`config.mk`:
```
export PLATFORM = sky130hd
export DESIGN_NAME = bp_me_nonsynth_lce_req_tracker
export DESIGN_NICKNAME = d
export VERILOG_FILES = /design/src/rtl/bp_me_nonsynth_lce_req_tracker.sv
export SDC_FILE = /design/constraint.sdc
export NUM_CORES = 2
export LEC_CHECK = 0
export ABC_AREA = 1
export BUFFER_PORTS_ARGS = -buffer_cell sky130_fd_sc_hd__buf_2
export CAP_MARGIN = 30
export CORE_MARGIN = 3
export CORE_UTILIZATION = 63
export DETAILED_ROUTE_END_ITERATION = 16
export PLACE_DENSITY = 0.84
export SYNTH_ARGS = -nofsm -noshare
export SYNTH_HDL_FRONTEND = slang
export SYNTH_SLANG_ARGS = --single-unit
```
`constraint.sdc`:
```
create_clock -name clk_i -period 11.5 [get_ports clk_i]
set_input_delay 0 -clock clk_i [delete_from_list [all_inputs] [get_ports clk_i]]
set_output_delay 0 -clock clk_i [all_outputs]
set_load 0.1 [all_outputs]
```
`src/rtl/bp_me_nonsynth_lce_req_tracker.sv`:
```
// Per-LCE request tracker: follows each accepted LCE request until its completing command.
// Optional BP_ME_LCE_TRACKER_LOG_EN adds a per-LCE text log of allocations, completions and errors.
module bp_me_nonsynth_lce_req_tracker #(
  parameter int paddr_width_p     = 40,
  parameter int lce_id_width_p    = 4,
  parameter int block_width_p     = 512,
  parameter int max_outstanding_p = 4,
  parameter int timeout_cycles_p  = 10000,
  localparam int msg_type_width_lp    = 4,
  localparam int lce_cce_req_width_lp = msg_type_width_lp + paddr_width_p,
  localparam int lce_cmd_width_lp     = msg_type_width_lp + lce_id_width_p + paddr_width_p,
  localparam int out_width_lp         = $clog2(max_outstanding_p + 1)
) (
  input  logic                            clk_i,
  input  logic                            reset_n_i,
  input  logic [lce_id_width_p-1:0]       lce_id_i,
  input  logic [lce_cce_req_width_lp-1:0] lce_req_i,
  input  logic                            lce_req_v_i,
  input  logic                            lce_req_ready_i,
  input  logic [lce_cmd_width_lp-1:0]     lce_cmd_i,
  input  logic                            lce_cmd_v_i,
  input  logic                            lce_cmd_yumi_i,
  output logic [out_width_lp-1:0]         outstanding_o,
  output logic [31:0]                     completed_o,
  output logic [31:0]                     max_latency_o,
  output logic                            error_o,
  output logic [1:0]                      error_code_o
);

  localparam int idx_w_lp = (max_outstanding_p > 1) ? $clog2(max_outstanding_p) : 1;
  localparam int off_lp   = $clog2(block_width_p / 8);

  localparam logic [3:0] e_lce_cmd_set_tag_wakeup = 4'd5;
  localparam logic [3:0] e_lce_cmd_uc_st_done     = 4'd7;
  localparam logic [3:0] e_lce_cmd_data           = 4'd8;
  localparam logic [3:0] e_lce_cmd_uc_data        = 4'd9;

  // Message layouts: request {msg_type, addr}; command {msg_type, dst_id, addr}
  logic [paddr_width_p-1:0]  req_blk, cmd_blk;
  logic [3:0]                req_type, cmd_type;
  logic [lce_id_width_p-1:0] cmd_dst;
  logic                      req_fire, cmd_fire, is_completion;

  assign req_type = lce_req_i[lce_cce_req_width_lp-1 -: msg_type_width_lp];
  assign req_blk  = {lce_req_i[paddr_width_p-1:off_lp], {off_lp{1'b0}}};
  assign cmd_type = lce_cmd_i[lce_cmd_width_lp-1 -: msg_type_width_lp];
  assign cmd_dst  = lce_cmd_i[paddr_width_p +: lce_id_width_p];
  assign cmd_blk  = {lce_cmd_i[paddr_width_p-1:off_lp], {off_lp{1'b0}}};
  assign req_fire = lce_req_v_i & lce_req_ready_i;
  assign cmd_fire = lce_cmd_v_i & lce_cmd_yumi_i;
  assign is_completion = cmd_fire && (cmd_dst == lce_id_i) &&
                         ((cmd_type == e_lce_cmd_data) || (cmd_type == e_lce_cmd_uc_data) ||
                          (cmd_type == e_lce_cmd_uc_st_done) || (cmd_type == e_lce_cmd_set_tag_wakeup));

  logic [max_outstanding_p-1:0]                    valid_q, valid_d, to_q, to_d;
  logic [max_outstanding_p-1:0][paddr_width_p-1:0] addr_q, addr_d;
  logic [max_outstanding_p-1:0][3:0]               type_q, type_d;
  logic [max_outstanding_p-1:0][31:0]              age_q, age_d;
  logic [out_width_lp-1:0]                         outstanding_q, outstanding_d;
  logic [31:0]                                     completed_q, completed_d, max_lat_q, max_lat_d;
  logic                                            error_q, error_d;
  logic [1:0]                                      code_q, code_d;

  logic                free_found, match_found, timeout_hit, overflow, unmatched, alloc, retire;
  logic [idx_w_lp-1:0] free_idx, match_idx;
  logic [31:0]         best_age, latency;

  always_comb begin
    valid_d       = valid_q;
    to_d          = to_q;
    addr_d        = addr_q;
    type_d        = type_q;
    age_d         = age_q;
    outstanding_d = outstanding_q;
    completed_d   = completed_q;
    max_lat_d     = max_lat_q;
    error_d       = error_q;
    code_d        = code_q;
    free_found    = 1'b0;
    free_idx      = '0;
    match_found   = 1'b0;
    match_idx     = '0;
    best_age      = '0;
    timeout_hit   = 1'b0;
    latency       = '0;

    // Allocation and matching both look only at entries valid before this edge
    for (int i = 0; i < max_outstanding_p; i++) begin
      if (!valid_q[i] && !free_found) begin
        free_found = 1'b1;
        free_idx   = idx_w_lp'(i);
      end
      if (valid_q[i] && (addr_q[i] == cmd_blk) && (!match_found || (age_q[i] > best_age))) begin
        match_found = 1'b1;
        match_idx   = idx_w_lp'(i);
        best_age    = age_q[i];
      end
      if (valid_q[i]) begin
        if (age_q[i] != 32'hFFFF_FFFF) age_d[i] = age_q[i] + 32'd1;
        if ((age_q[i] == 32'(timeout_cycles_p - 1)) && !to_q[i]) begin
          to_d[i]     = 1'b1;
          timeout_hit = 1'b1;
        end
      end
    end

    overflow  = req_fire && !free_found;
    unmatched = is_completion && !match_found;
    retire    = is_completion && match_found;
    alloc     = req_fire && free_found;

    if (retire) begin
      valid_d[match_idx] = 1'b0;
      to_d[match_idx]    = 1'b0;
      latency = (best_age == 32'hFFFF_FFFF) ? best_age : best_age + 32'd1;
      if (completed_q != 32'hFFFF_FFFF) completed_d = completed_q + 32'd1;
      if (latency > max_lat_q) max_lat_d = latency;
    end

    if (alloc) begin
      valid_d[free_idx] = 1'b1;
      to_d[free_idx]    = 1'b0;
      addr_d[free_idx]  = req_blk;
      type_d[free_idx]  = req_type;
      age_d[free_idx]   = '0;
    end

    outstanding_d = outstanding_q + out_width_lp'(alloc) - out_width_lp'(retire);

    if (!error_q) begin
      if (overflow) begin
        error_d = 1'b1;
        code_d  = 2'd1;
      end else if (unmatched) begin
        error_d = 1'b1;
        code_d  = 2'd2;
      end else if (timeout_hit) begin
        error_d = 1'b1;
        code_d  = 2'd3;
      end
    end
  end

  always_ff @(posedge clk_i or negedge reset_n_i) begin
    if (!reset_n_i) begin
      valid_q       <= '0;
      to_q          <= '0;
      addr_q        <= '0;
      type_q        <= '0;
      age_q         <= '0;
      outstanding_q <= '0;
      completed_q   <= '0;
      max_lat_q     <= '0;
      error_q       <= 1'b0;
      code_q        <= 2'd0;
    end else begin
      valid_q       <= valid_d;
      to_q          <= to_d;
      addr_q        <= addr_d;
      type_q        <= type_d;
      age_q         <= age_d;
      outstanding_q <= outstanding_d;
      completed_q   <= completed_d;
      max_lat_q     <= max_lat_d;
      error_q       <= error_d;
      code_q        <= code_d;
    end
  end

  assign outstanding_o = outstanding_q;
  assign completed_o   = completed_q;
  assign max_latency_o = max_lat_q;
  assign error_o       = error_q;
  assign error_code_o  = code_q;

  logic unused_offsets;
  assign unused_offsets = ^{lce_req_i[off_lp-1:0], lce_cmd_i[off_lp-1:0]};

`ifdef BP_ME_LCE_TRACKER_LOG_EN
  // Log lines are tagged with the tracked LCE id and emitted only out of reset
  always @(posedge clk_i) begin
    if (reset_n_i) begin
      if (alloc)
        $display("lce_track_%0x %0t alloc addr=%0x type=%0d entry=%0d",
                 lce_id_i, $time, req_blk, req_type, free_idx);
      if (retire)
        $display("lce_track_%0x %0t complete addr=%0x type=%0d entry=%0d latency=%0d",
                 lce_id_i, $time, cmd_blk, type_q[match_idx], match_idx, latency);
      if (overflow)
        $display("lce_track_%0x %0t error overflow addr=%0x entry=none", lce_id_i, $time, req_blk);
      if (unmatched)
        $display("lce_track_%0x %0t error unmatched addr=%0x entry=none", lce_id_i, $time, cmd_blk);
      for (int i = 0; i < max_outstanding_p; i++)
        if (valid_q[i] && !to_q[i] && (age_q[i] == 32'(timeout_cycles_p - 1)))
          $display("lce_track_%0x %0t error timeout addr=%0x entry=%0d", lce_id_i, $time, addr_q[i], i);
    end
  end
`else
  logic unused_types;
  assign unused_types = ^type_q;
`endif

endmodule

```
==> impl_results.md <==
* Root Buffer: clkbuf_16
* Post-Layout Cell Count at 4941
* Syn_area_per_cell at 6.54 um2
* R2R setup slack at 0.81 ns
* Most frequent cells in the layout: nand2_1, inv_1, nor2_1
* DIE AREA at 0.0458 mm2
* Core box area at 0.0423 mm2
* ANT nets after route at 0
* GPL Wtd Cong at roughly 1.1
* Main synth FF type: dfrtp_1
* Post-synth top area share at 31.4%
* Fmax at roughly 94 MHz
* CTS tree: yes
* Slew Limit Fails at 0
* CP peak stage delay at between 0.5 and 0.6 ns
* Max cap viols at 0
* Cell area after synthesis at 0.0273 mm2
* Tot GR Track Use at a little over two fifths
* Die Width at approximately 210 um
* Outcome: finished, final reports clean
* Most frequent CP cell: nand2_1
* CP max stage cell: or4_1
* Worst-path clk slew at about 0.06 ns
* Vias in the first global route at 27300
* Clock buffer count from CTS at 41
* Pwr Total at 0.00535 W
* First-pass GRT wire length at 152000 um
* Worst reg-to-reg path cell count at 72
* # fillers at 3682
* Routed len/inst at 20.0 um
* CP max FO at 31
* VDD IR max at 0.000165 V
* Async set-or-reset flop fraction in the synthesized netlist at 100%
* Layout cell share with drive strength beyond 1 at 9.44%
* Initial Utilization at 64.4%
* Remaining global-route overflow at 0
* Ports at roughly 170
* Pre-Repair DR Iteration Count at 7
* Commonest non-fill, non-tap cell in the layout: nand2_1
* Multi-input gate area in the final layout at between 0.015 and 0.02 mm2
* Gate count after technology mapping at 4168
* Cell variety after synth at 60
* Critical Path Source: addr_q[9]
* Final Skew at 0.0164 ns
* H-tree levels at 2
* Area grow syn2layout at 11.5%
* Initial antenna violation count at 0
* Via density at 5.95
* Worst r2r dst: max_latency_o[19]
* Critical path class: flop to flop
* Final setup viols at 0
* Critical R2R Launch: addr_q[9]
* Fin Hold WS at 0.0790 ns
* FP Rows at 75
* Tightest Pin Transition at 1.11 ns
* Placed cell count at 4826
* Number of enable flip-flop cells after synthesis at 0
* Die Y at 214 um
* Top cells by area, synth: dfrtp_1, nand2_1, inv_1
* Setup crit end kind: flop
* Leakage at 15.3 nW
* Tmin final at 10.69 ns
* CP Capture Point: max_latency_o[19]
* Remaining DRCs at 0
* Sequential-to-total area share from yosys stat at 31.4%
* Power Density at 176 mW/mm2
* Clk Latency, worst-skew pair at 0.59 ns
* Final setup margin at a little over 0.8 ns
* FF/Latch Area at ~0.0086 mm2
* Hold WC Path Type: primary input to async pin
* Crit path required time at 11.99 ns
* Crit path DAT at about 11 ns
* Largest net degree at the start of global routing at 160
* PortBufs at 155
* FF+latch count, synth at between 300 and 400
* Hpwl dp at approximately 76000 um
* Yosys warns at 0
* Post-Route WL at 98700 um
* Antenna Cells at 0
* Via count at 29400
* Nets at 4570
* DRT iter0 DRCs at 3615
* Sink Count at ~340
* Fin. Hold Viols at 0
* Dominant cell type by area after synthesis: dfrtp_1
* Syn Nets at around 4400
* CP Launch Type: flop
* Relative slew slack at 25.8%
* Max Root-Sink Buffers at 3
* Period utilization at 93.0%
* Pre-CTS setup slack at 0.525 ns
==> flip-flops by register name, indices dropped and copies added, names as in the netlist <==
register	cells
age_q	128
addr_q	136
to_q	4
error_o	1
max_latency_o	32
valid_q	4
error_code_o	2
outstanding_o	3
completed_o	32
==> critical path, delay by kind of cell (launching register included) <==
family / cells / cell delay [ns]
AOI/OAI and AO/OA: 9 / 1.45
and+or+nand+nor: 46 / 5.88
adders and majority gates: 4 / 1.02
xor gates and xnor gates: 1 / 0.22
DFF: 1 / 0.40
buffers and inverters: 12 / 1.57
==> through the flow <==
stage	util [%]	setup TNS (ns)	area (um2)
after floorplan	-	0	27300
after global placement	67.3	0	28500
after detailed placement	67.3	0	28500
after CTS	71.4	0	30200
after global routing	71.8	-1.68	30400
final	71.8	0	30400
==> where the power goes <==
part / total [W] / internal [W] / switching [W]
logic: 0.00204 / 0.000663 / 0.00137
clock network: 0.00137 / 0.000793 / 0.000574
registers: 0.00194 / 0.00156 / 0.000380
==> routing by layer <==
| metal | global-route usage [%] | up-vias | share of wire (%) |
|---|---|---|---|
| met1 | 53.0 | 13400 | 38 |
| met3 | 6.56 | 434 | 9.3 |
| met4 | 29.3 | 0 | 8.4 |
| met2 | 66.9 | 1712 | 44 |
| li1 | - | 13800 | - |
| met5 | 0 | - | 0 |
==> repair_timing <==
| item | 4_1_cts | 5_1_grt |
|---|---|---|
| hold endpoints to repair | 244 | 0 |
| setup endpoints to repair | 0 | 32 |
| gates resized for setup | 0 | 34 |
| hold buffers | 35 | 0 |
| setup buffers | 0 | 2 |
==> cell type report <==
| type | count | area share [%] |
|---|---|---|
| clock buffer | 55 | 3.89 |
| multi-input combinational | 3139 | 52.9 |
| tap | 577 | 2.38 |
| clock inverter | 21 | 0.679 |
| sequential | 342 | 28.2 |
| timing repair buffer | 225 | 4.79 |
| inverter | 582 | 7.23 |
==> logic make-up after synthesis <==
logic type	Yosys count	share of synthesized area [%]
flops	342	31.4
xor+xnor	122	3.92
fa+ha+maj	137	6.32
compound gates	479	9.52
simple gates	2399	38.6
buf+inv	689	10.2
==> cell usage after synthesis, types with 4 or more instances <==
master and count:
a211oi_1 9, a21boi_1 24, a21oi_1 142, a221oi_1 4, a31oi_1 7, and2_1 18, buf_2 24, buf_4 12
buf_6 16, clkbuf_1 53, dfrtp_1 342, ha_1 136, inv_1 542, inv_2 36, nand2_1 1330, nand2_2 19
nand2_4 4, nand3_1 239, nand3b_1 14, nand4_1 131, nor2_1 350, nor2_2 22, nor2_4 6, nor3_1 123
nor3b_1 7, nor4_1 69, nor4b_1 4, o21a_1 11, o21ai_0 244, o21ai_1 16, o21bai_1 5, or2_1 10
or2_2 28, or4_1 8, xnor2_1 40, xor2_1 82
==> worst min-delay path by stage <==
stage | end | cells past startpoint
finish | completed_o[11] | 2
global route | valid_q[3] | 7
CTS | valid_q[3] | 7
detailed placement | completed_o[5] | 1
global placement | completed_o[5] | 1
floorplan | addr_q[100] | 0
Note: power is estimated with default switching activity, not from simulation.
